<file path="config.mk">
export PLATFORM = sky130hd
export DESIGN_NAME = mem_access_unit
export DESIGN_NICKNAME = d
export VERILOG_FILES = /design/src/rtl/mau_pkg.sv /design/src/rtl/mau_lane_align.sv /design/src/rtl/mem_access_unit.sv
export SDC_FILE = /design/constraint.sdc
export NUM_CORES = 1
export LEC_CHECK = 0
export BUFFER_PORTS_ARGS = -buffer_cell sky130_fd_sc_hd__buf_2
export CAP_MARGIN = 20
export CORE_ASPECT_RATIO = 0.9
export CORE_MARGIN = 4
export CORE_UTILIZATION = 49
export CTS_CLUSTER_SIZE = 10
export DETAILED_ROUTE_END_ITERATION = 10
export GPL_TIMING_DRIVEN = 0
export PLACE_DENSITY = 0.78
export SLEW_MARGIN = 20
export SYNTH_ARGS = -nofsm -noshare
export SYNTH_HDL_FRONTEND = slang
export SYNTH_HIERARCHICAL = 1
export SYNTH_SLANG_ARGS = --single-unit
</file>
<file path="constraint.sdc">
create_clock -name clk -period 2.3 [get_ports clk]
set_clock_uncertainty 0.1 [all_clocks]
set_input_delay 0.23 -clock clk [delete_from_list [all_inputs] [get_ports clk]]
set_output_delay 0.23 -clock clk [all_outputs]
set_load 0.05 [all_outputs]
</file>
<file path="src/rtl/mau_pkg.sv">
// Shared size codes and FSM state encodings for the data-memory access unit.
package mau_pkg;

  localparam logic [1:0] MAU_SIZE_B = 2'd0;
  localparam logic [1:0] MAU_SIZE_H = 2'd1;
  localparam logic [1:0] MAU_SIZE_W = 2'd2;
  localparam logic [1:0] MAU_SIZE_D = 2'd3;

  typedef enum logic [1:0] {
    MAU_ST_IDLE = 2'd0,
    MAU_ST_RD   = 2'd1,
    MAU_ST_WR   = 2'd2,
    MAU_ST_RESP = 2'd3
  } mau_state_e;

endpackage

</file>
<file path="src/rtl/mau_lane_align.sv">
// Byte-lane alignment: load extract/extend, store lane mask and merge.
module mau_lane_align
  import mau_pkg::*;
#(
  parameter int DATA_W = 32,
  parameter int OFS_W  = $clog2(DATA_W / 8)
) (
  input  logic [OFS_W-1:0]  ofs,
  input  logic [1:0]        size,
  input  logic              uns,
  input  logic [DATA_W-1:0] word,
  input  logic [DATA_W-1:0] wdata,
  output logic [DATA_W-1:0] ld,
  output logic [DATA_W-1:0] mask,
  output logic [DATA_W-1:0] sh,
  output logic [DATA_W-1:0] merged
);

  logic [OFS_W+2:0]  sa;
  logic [DATA_W-1:0] lane;
  logic [DATA_W-1:0] wm;
  logic              sgn;

  assign sa = {ofs, 3'b000};

  always_comb begin
    wm   = '0;
    sgn  = 1'b0;
    lane = word >> sa;
    unique case (size)
      MAU_SIZE_B: begin
        wm  = DATA_W'(8'hFF);
        sgn = lane[7];
      end
      MAU_SIZE_H: begin
        wm  = DATA_W'(16'hFFFF);
        sgn = lane[15];
      end
      MAU_SIZE_W: begin
        wm  = DATA_W'(32'hFFFF_FFFF);
        sgn = lane[31];
      end
      default: begin
        wm  = '1;
        sgn = lane[DATA_W-1];
      end
    endcase
    ld     = (lane & wm)
           | (~wm & {DATA_W{sgn & ~uns}});
    mask   = wm << sa;
    sh     = wdata << sa;
    merged = (word & ~mask) | (sh & mask);
  end

endmodule

</file>
<file path="src/rtl/mem_access_unit.sv">
// CPU MEM-stage to data-memory access unit with req/ack handshake.
// MAU_BYTE_EN_EN: byte-strobe stores (mem_be port) instead of RMW.
module mem_access_unit
  import mau_pkg::*;
#(
  parameter int DATA_W = 32,
  parameter int ADDR_W = 32
) (
  input  logic              clk,
  input  logic              reset,
  input  logic              req_valid,
  output logic              req_ready,
  input  logic              req_we,
  input  logic [1:0]        req_size,
  input  logic              req_unsigned,
  input  logic [ADDR_W-1:0] req_addr,
  input  logic [DATA_W-1:0] req_wdata,
  output logic              resp_valid,
  output logic [DATA_W-1:0] resp_rdata,
  output logic              resp_err,
  output logic              mem_req,
  output logic              mem_we,
  output logic [ADDR_W-1:0] mem_addr,
  output logic [DATA_W-1:0] mem_wdata,
  input  logic              mem_ack,
  input  logic [DATA_W-1:0] mem_rdata
`ifdef MAU_BYTE_EN_EN
  ,
  output logic [DATA_W/8-1:0] mem_be
`endif
);

  localparam int NB    = DATA_W / 8;
  localparam int OFS_W = $clog2(NB);
  localparam logic [1:0] FULL =
    (DATA_W == 64) ? MAU_SIZE_D : MAU_SIZE_W;
`ifdef MAU_BYTE_EN_EN
  localparam logic BE_EN = 1'b1;
`else
  localparam logic BE_EN = 1'b0;
`endif

  mau_state_e state, state_n;

  logic [ADDR_W-1:0] a_addr;
  logic [1:0]        a_size;
  logic              a_we;
  logic              a_uns;
  logic [DATA_W-1:0] a_wdata;
  logic [DATA_W-1:0] old_q;
  logic [DATA_W-1:0] rdata_q;
  logic              err_q;

  logic [OFS_W-1:0]  ofs;
  logic              bad;
  logic              accept;
  logic [DATA_W-1:0] word_in;
  logic [DATA_W-1:0] ld;
  logic [DATA_W-1:0] mask;
  logic [DATA_W-1:0] sh;
  logic [DATA_W-1:0] merged;

  assign ofs    = req_addr[OFS_W-1:0];
  assign accept = req_valid & (state == MAU_ST_IDLE);

  always_comb begin
    bad = 1'b0;
    unique case (req_size)
      MAU_SIZE_B: bad = 1'b0;
      MAU_SIZE_H: bad = ofs[0];
      MAU_SIZE_W: bad = (ofs[1:0] != 2'b00);
      default:    bad = (DATA_W != 64) || (ofs != '0);
    endcase
  end

  // Loads extract straight from the bus; merges use the captured word.
  assign word_in = (state == MAU_ST_RD) ? mem_rdata : old_q;

  mau_lane_align #(
    .DATA_W (DATA_W),
    .OFS_W  (OFS_W)
  ) u_align (
    .ofs    (a_addr[OFS_W-1:0]),
    .size   (a_size),
    .uns    (a_uns),
    .word   (word_in),
    .wdata  (a_wdata),
    .ld     (ld),
    .mask   (mask),
    .sh     (sh),
    .merged (merged)
  );

  always_ff @(posedge clk) begin
    if (reset) state <= MAU_ST_IDLE;
    else       state <= state_n;
  end

  always_comb begin
    state_n = state;
    unique case (state)
      MAU_ST_IDLE: begin
        if (req_valid) begin
          if (bad)
            state_n = MAU_ST_RESP;
          else if (req_we && (BE_EN || req_size == FULL))
            state_n = MAU_ST_WR;
          else
            state_n = MAU_ST_RD;
        end
      end
      MAU_ST_RD: begin
        if (mem_ack)
          state_n = a_we ? MAU_ST_WR : MAU_ST_RESP;
      end
      MAU_ST_WR: begin
        if (mem_ack) state_n = MAU_ST_RESP;
      end
      default: state_n = MAU_ST_IDLE;
    endcase
  end

  always_ff @(posedge clk) begin
    if (reset) begin
      a_addr  <= '0;
      a_size  <= '0;
      a_we    <= 1'b0;
      a_uns   <= 1'b0;
      a_wdata <= '0;
      old_q   <= '0;
      rdata_q <= '0;
      err_q   <= 1'b0;
    end else begin
      if (accept) begin
        a_addr  <= req_addr;
        a_size  <= req_size;
        a_we    <= req_we;
        a_uns   <= req_unsigned;
        a_wdata <= req_wdata;
        err_q   <= bad;
        rdata_q <= '0;
      end
      if (state == MAU_ST_RD && mem_ack) begin
        old_q <= mem_rdata;
        if (!a_we) rdata_q <= ld;
      end
    end
  end

  assign req_ready  = (state == MAU_ST_IDLE);
  assign resp_valid = (state == MAU_ST_RESP);
  assign resp_err   = (state == MAU_ST_RESP) & err_q;
  assign resp_rdata =
    (state == MAU_ST_RESP) ? rdata_q : '0;
  assign mem_req    = (state == MAU_ST_RD)
                    | (state == MAU_ST_WR);
  assign mem_we     = (state == MAU_ST_WR);
  assign mem_addr   =
    {a_addr[ADDR_W-1:OFS_W], {OFS_W{1'b0}}};

`ifdef MAU_BYTE_EN_EN
  assign mem_wdata = (state == MAU_ST_WR) ? sh : '0;

  always_comb begin
    mem_be = '0;
    for (int i = 0; i < NB; i++) begin
      if (state == MAU_ST_WR)     mem_be[i] = mask[8*i];
      else if (state == MAU_ST_RD) mem_be[i] = 1'b1;
    end
  end

  logic unused_lane;
  assign unused_lane = ^merged;
`else
  assign mem_wdata = (state == MAU_ST_WR) ? merged : '0;

  logic unused_lane;
  assign unused_lane = ^{mask, sh};
`endif

endmodule

</file>
# Yosys cells after proc, flatten, opt, wreduce, memory -nomap -nowiden
# Index checks and enable logic that the tools add are counted.
[op_classes]
n_bitwise = 13
n_eq_ne = 9
mux = 16
shift = 3
reduce_logical = 7
[op_table]
columns = ["op", "count"]
rows = [
  ["32-bit 2-to-1 mux", 6],
  ["32-bit AND", 4],
  ["32-bit inverter", 2],
  ["32-bit OR", 2],
  ["32-bit case mux with 2 select lines", 1],
  ["32-bit by 5-bit left shift with 32-bit output", 2],
  ["32-bit by 5-bit >> shifter with 32-bit output", 1],
  ["2-bit 2-to-1 mux", 5],
  ["2-bit by 1-bit equality test with 1-bit output, second input constant", 3],
  ["2-bit equality test, second input constant", 3],
  ["2-bit logical NOT", 3],
  ["2-bit case mux with 3 select lines", 1],
  ["2-bit inequality test, second input constant", 2],
  ["1-bit AND", 3],
  ["1-bit case mux with 3 select lines", 1],
  ["3-bit AND reduction", 1],
  ["1-bit logical AND", 2],
  ["2-bit by 1-bit inequality test with 1-bit output, second input constant", 1],
  ["1-bit case mux with 2 select lines", 1],
  ["2-bit nonzero test", 1],
  ["1-bit 2-to-1 mux", 1],
  ["1-bit inverter", 1],
  ["1-bit OR", 1],
]
[totals]
in_bits = 104
output_inout_bits = 101
register_bits = 135
wordCells = 57

# Logic depth before layout (Yosys ltp)
[logic_depth]
depth_word = 9
depth_mapped = 11
depth_no_buf = 8

# By module
# Netlist, hierarchy kept.
[by_module_without_submodules]
columns = ["mod", "area_each_um2", "cells_per_inst", "instances", "seq_area_each_um2"]
rows = [
  ["mem_access_unit", 5919.4, 750, 1, 2702.6],
  ["mau_lane_align", 1996.9, 263, 1, 0.0],
]

# Least setup slack after synthesis
# Ideal clock, no wire load.
[synth_path]
kind = "reg-to-reg"
startpoint = "reg state[1]"
endpoint = "reg rdata_q[16]"
slack_ps = -121
t_arrival_ps = 2188
setup_time_ps = 132
required_ps = 2068
synth_period_minus_slack_ps = 2421
path_stages_with_launch = 12
path_cell_list = "dfxtp_1 inv_1 ha_1 buf_2 buf_2 mux2_2 mux2_4 o221ai_2 buf_4 o22ai_1 nand2_1 a21oi_1"
[synth_via]
elab_chain_cells = 9
[synth_lines]
columns = ["item", "line", "text"]
rows = [
  ["start: declaration", "mem_access_unit.sv:43", "mau_state_e state, state_n;"],
  ["start signal: assignment", "mem_access_unit.sv:96", "else state <= state_n;"],
  ["2-bit by 1-bit equality test with 1-bit output", "mem_access_unit.sv:77", "assign word_in = (state == MAU_ST_RD) ? mem_rdata : old_q;"],
  ["32-bit 2-to-1 mux", "mem_access_unit.sv:77", ""],
  ["via word_in[23]", "mem_access_unit.sv:57", "logic [DATA_W-1:0] word_in;"],
  ["32-bit by 5-bit >> shifter with 32-bit output", "mau_lane_align.sv:29", "lane = word >> sa;"],
  ["1-bit case mux with 2 select lines", "mau_lane_align.sv:30", "unique case (size)"],
  ["1-bit AND", "mau_lane_align.sv:49", "| (~wm & {DATA_W{sgn & ~uns}});"],
  ["32-bit AND", "mau_lane_align.sv:49", ""],
  ["32-bit OR", "mau_lane_align.sv:49", ""],
  ["via ld[16]", "mem_access_unit.sv:58", "logic [DATA_W-1:0] ld;"],
  ["32-bit 2-to-1 mux", "mem_access_unit.sv:145", "if (!a_we) rdata_q <= ld;"],
  ["32-bit 2-to-1 mux", "mem_access_unit.sv:143", "if (state == MAU_ST_RD && mem_ack) begin"],
  ["end signal: assignment", "mem_access_unit.sv:145", ""],
  ["end: declaration", "mem_access_unit.sv:51", "logic [DATA_W-1:0] rdata_q;"],
]
# The timed path passes the listed nets, and every way through them passes these cells.
# A chain may end at the register's enable or synchronous reset.

# Final worst setup path
[layout_path]
startpoint = "reg state[1]"
endpoint = "reg rdata_q[8]"
# Same word-level chain as after synthesis.

==> metrics.md <==
| Metric | Value |
|---|---|
| Status | complete, but fails checks |
| Failing checks | setup timing |
| RR Startpoint | state[1] |
| I/O pins | 205 |
| CP max FO | 7 |
| Wirelength, routed | 32400 um |
| Tmin final | 2.65 ns |
| M1 WL | 11600 um |
| Fill cells | 929 |
| Nets | 1435 |
| Area Growth Syn to Fin | 53.7% |
| Final worst slack | -0.349 ns |
| DRT Pass-1 Iters | 7 |
| Port Buffers | 201 |
| Uppermost layer routed | met4 |
| Die Span Y | 126 um |
| TritonCTS clock tree | built |
| Drt via density | 5.87 |
| Crit path cell chain | inv_2 > ha_4 > buf_12 > buf_16 > mux2_4 > buf_6 > mux4_2 > a21oi_4 > a21oi_2 > nand2_1 > a21oi_1 |
| Finished Layout Cells | 1537 |
| Clock Tree Root | clkbuf_16 |
| Critical path class | register to register |
| Synthesized netlist cell count | 967 |
| Cts bufs inserted | 17 |
| H-tree Lvls | 4 |
| DIE AREA | 17600 um^2 |
| Reg2reg end | rdata_q[8] |
| Later-pin clock latency in the skew report | 0.43 ns |
| Synthesized cell area | 7620 um^2 |
| CTS clk-pin slew, worst paths | 0.06 ns |
| Hold path start | req_valid |
| Metal3 WL | 3820 um |
| Core ar. | 15000 um^2 |
| CP arrival | 2.83 ns |
| Max stage delay cell, worst path | mux4_2 |
| Met2 wire length | 15000 um |
| Crit path capture | rdata_q[8] |
| Worst path max stage delay | 0.50 ns |
| Worst setup EP type | register |
| CTS max path bufs | 2 |
| VDD IR max | 0.000864 V |
| Worst setup path start | state[1] |
| Worst reg-to-reg path cell count | 11 |
| Leak Pwr | 4.99 nW |
| HP Class | primary input to register |
| Num rows | 42 |
| DIE WIDTH | 139 um |
| Relative slew slack | 0.494 |
| Post-route ant nets | 0 |
| Avg Inst Size Synth | 7.88 um^2 |
| Pre-CTS setup slack | -0.303 ns |
| Number of global-route vias before repair | 8663 |
| Final Hold Vio Count | 0 |
| First-pass GRT wire length | 46300 um |
| Final Cycle Share | 1.15 |
| Diodes inserted | 0 |
| CTS sink count | 135 |
| Share of cells above drive strength 1 | 0.383 |
| Fmax | 378 MHz |
| Type of origin of the critical path | register |
| RSZ-0062 raised after global routing | true |
| DP HPWL | 18000 um |
| GRT Total Usage | 0.328 |
| DR WL/cell | 21.1 um |
| Flop2flop setup slack | -0.35 ns |
| Final Slew Violations | 0 |
| Max-cap violation count | 0 |
| Dpl cells | 1367 |
| Finish-stage setup viols | 57 |
| Largest net degree at the start of global routing | 17 |
| Iter 0 DRT Violations | 1023 |
| Slew @ Worst Pin | 0.759 ns |
| RePlAce Congestion | 0.953 |
| Global route overflow | 0 |
| Starting Density | 0.509 |
| Synth Warn # | 6 |
| Via count of the routed design | 9024 |
| Pwr dens | 1080 nW/um^2 |
| Worst endpoint required time | 2.49 ns |
| DRC viols | 0 |
| Initial antenna violation count | 0 |
==> flip-flops by register name, summed over array words and instances (netlist names) <==
name,cells
err_q,1
rdata_q,32
a_we,1
a_addr,32
a_uns,1
old_q,32
a_wdata,32
state,2
a_size,2
==> cell usage in the layout (no fill, tap or decap), drive strengths merged, types with 9 or more instances in the layout <==
cell,count
nand3,37
buf,329
mux2i,49
nor2b,11
o21ai,16
mux2,59
o22ai,9
a21oi,156
nand2,245
and2,68
dfxtp,135
clkbuf,46
dlygate4sd3,100
==> repair_timing <==
action,CTS,global route
setup endpoints to repair,66,88
hold endpoints to repair,100,0
pin swaps,34,10
buffers inserted,26,11
hold buffers,100,0
gates resized for setup,179,67
gates cloned,3,0
==> critical path, delay by kind of cell (launching register included) <==
kind	cells	cell delay, ns
DFF	1	0.32
buffers and inverters	4	0.50
muxes	2	0.85
AOI/OAI and AO/OA	3	0.50
and+or+nand+nor	1	0.09
adders and majority gates	1	0.15
==> metal layers <==
metal / track usage / vias up
met4: 0.148 / 0
li1: - / 3973
met3: 0.0847 / 203
met5: 0 / -
met2: 0.552 / 692
met1: 0.397 / 4156
==> worst min-delay path by stage <==
stage	end	slack, ns	cells past startpoint
finish	state[1]	0.11	4
global route	state[1]	0.14	4
CTS	state[1]	0.09	4
detailed placement	old_q[26]	0.35	2
global placement	old_q[24]	0.34	2
floorplan	old_q[0]	0.27	2
==> area by class of cell <==
cell class                 instances  area [um^2]  share of cell area
multi-input combinational        716         4720               0.403
sequential                       135         2710               0.231
timing repair buffer             341         2610               0.223
buffer                           114          756              0.0646
clock buffer                      20          467              0.0399
tap                              198          248              0.0212
clock inverter                    11          196              0.0168
inverter                           2         7.51            0.000641
==> report_power, final <==
group | total (mW) | switching (mW) | internal (mW)
Clock | 3.08 | 1.07 | 2.01
Sequential | 2.95 | 0.280 | 2.67
Combinational | 6.61 | 3.82 | 2.79
Total | 12.6 | 5.17 | 7.47
==> through the flow <==
stage | total power, mW | hold slack [ns] | TNS (ns) | area [um^2] | utilization
floorplan | 6.45 | 0.266 | 0 | 7660 | -
global placement | 7.55 | 0.339 | -4.76 | 8920 | 0.595
detailed placement | 7.61 | 0.347 | -5.33 | 8920 | 0.595
CTS | 11.8 | 0.0854 | -10.58 | 11400 | 0.762
global route | 13.0 | 0.140 | -15.41 | 11700 | 0.782
finish | 12.6 | 0.108 | -13.30 | 11700 | 0.782
(Power assumes the default switching activity.)
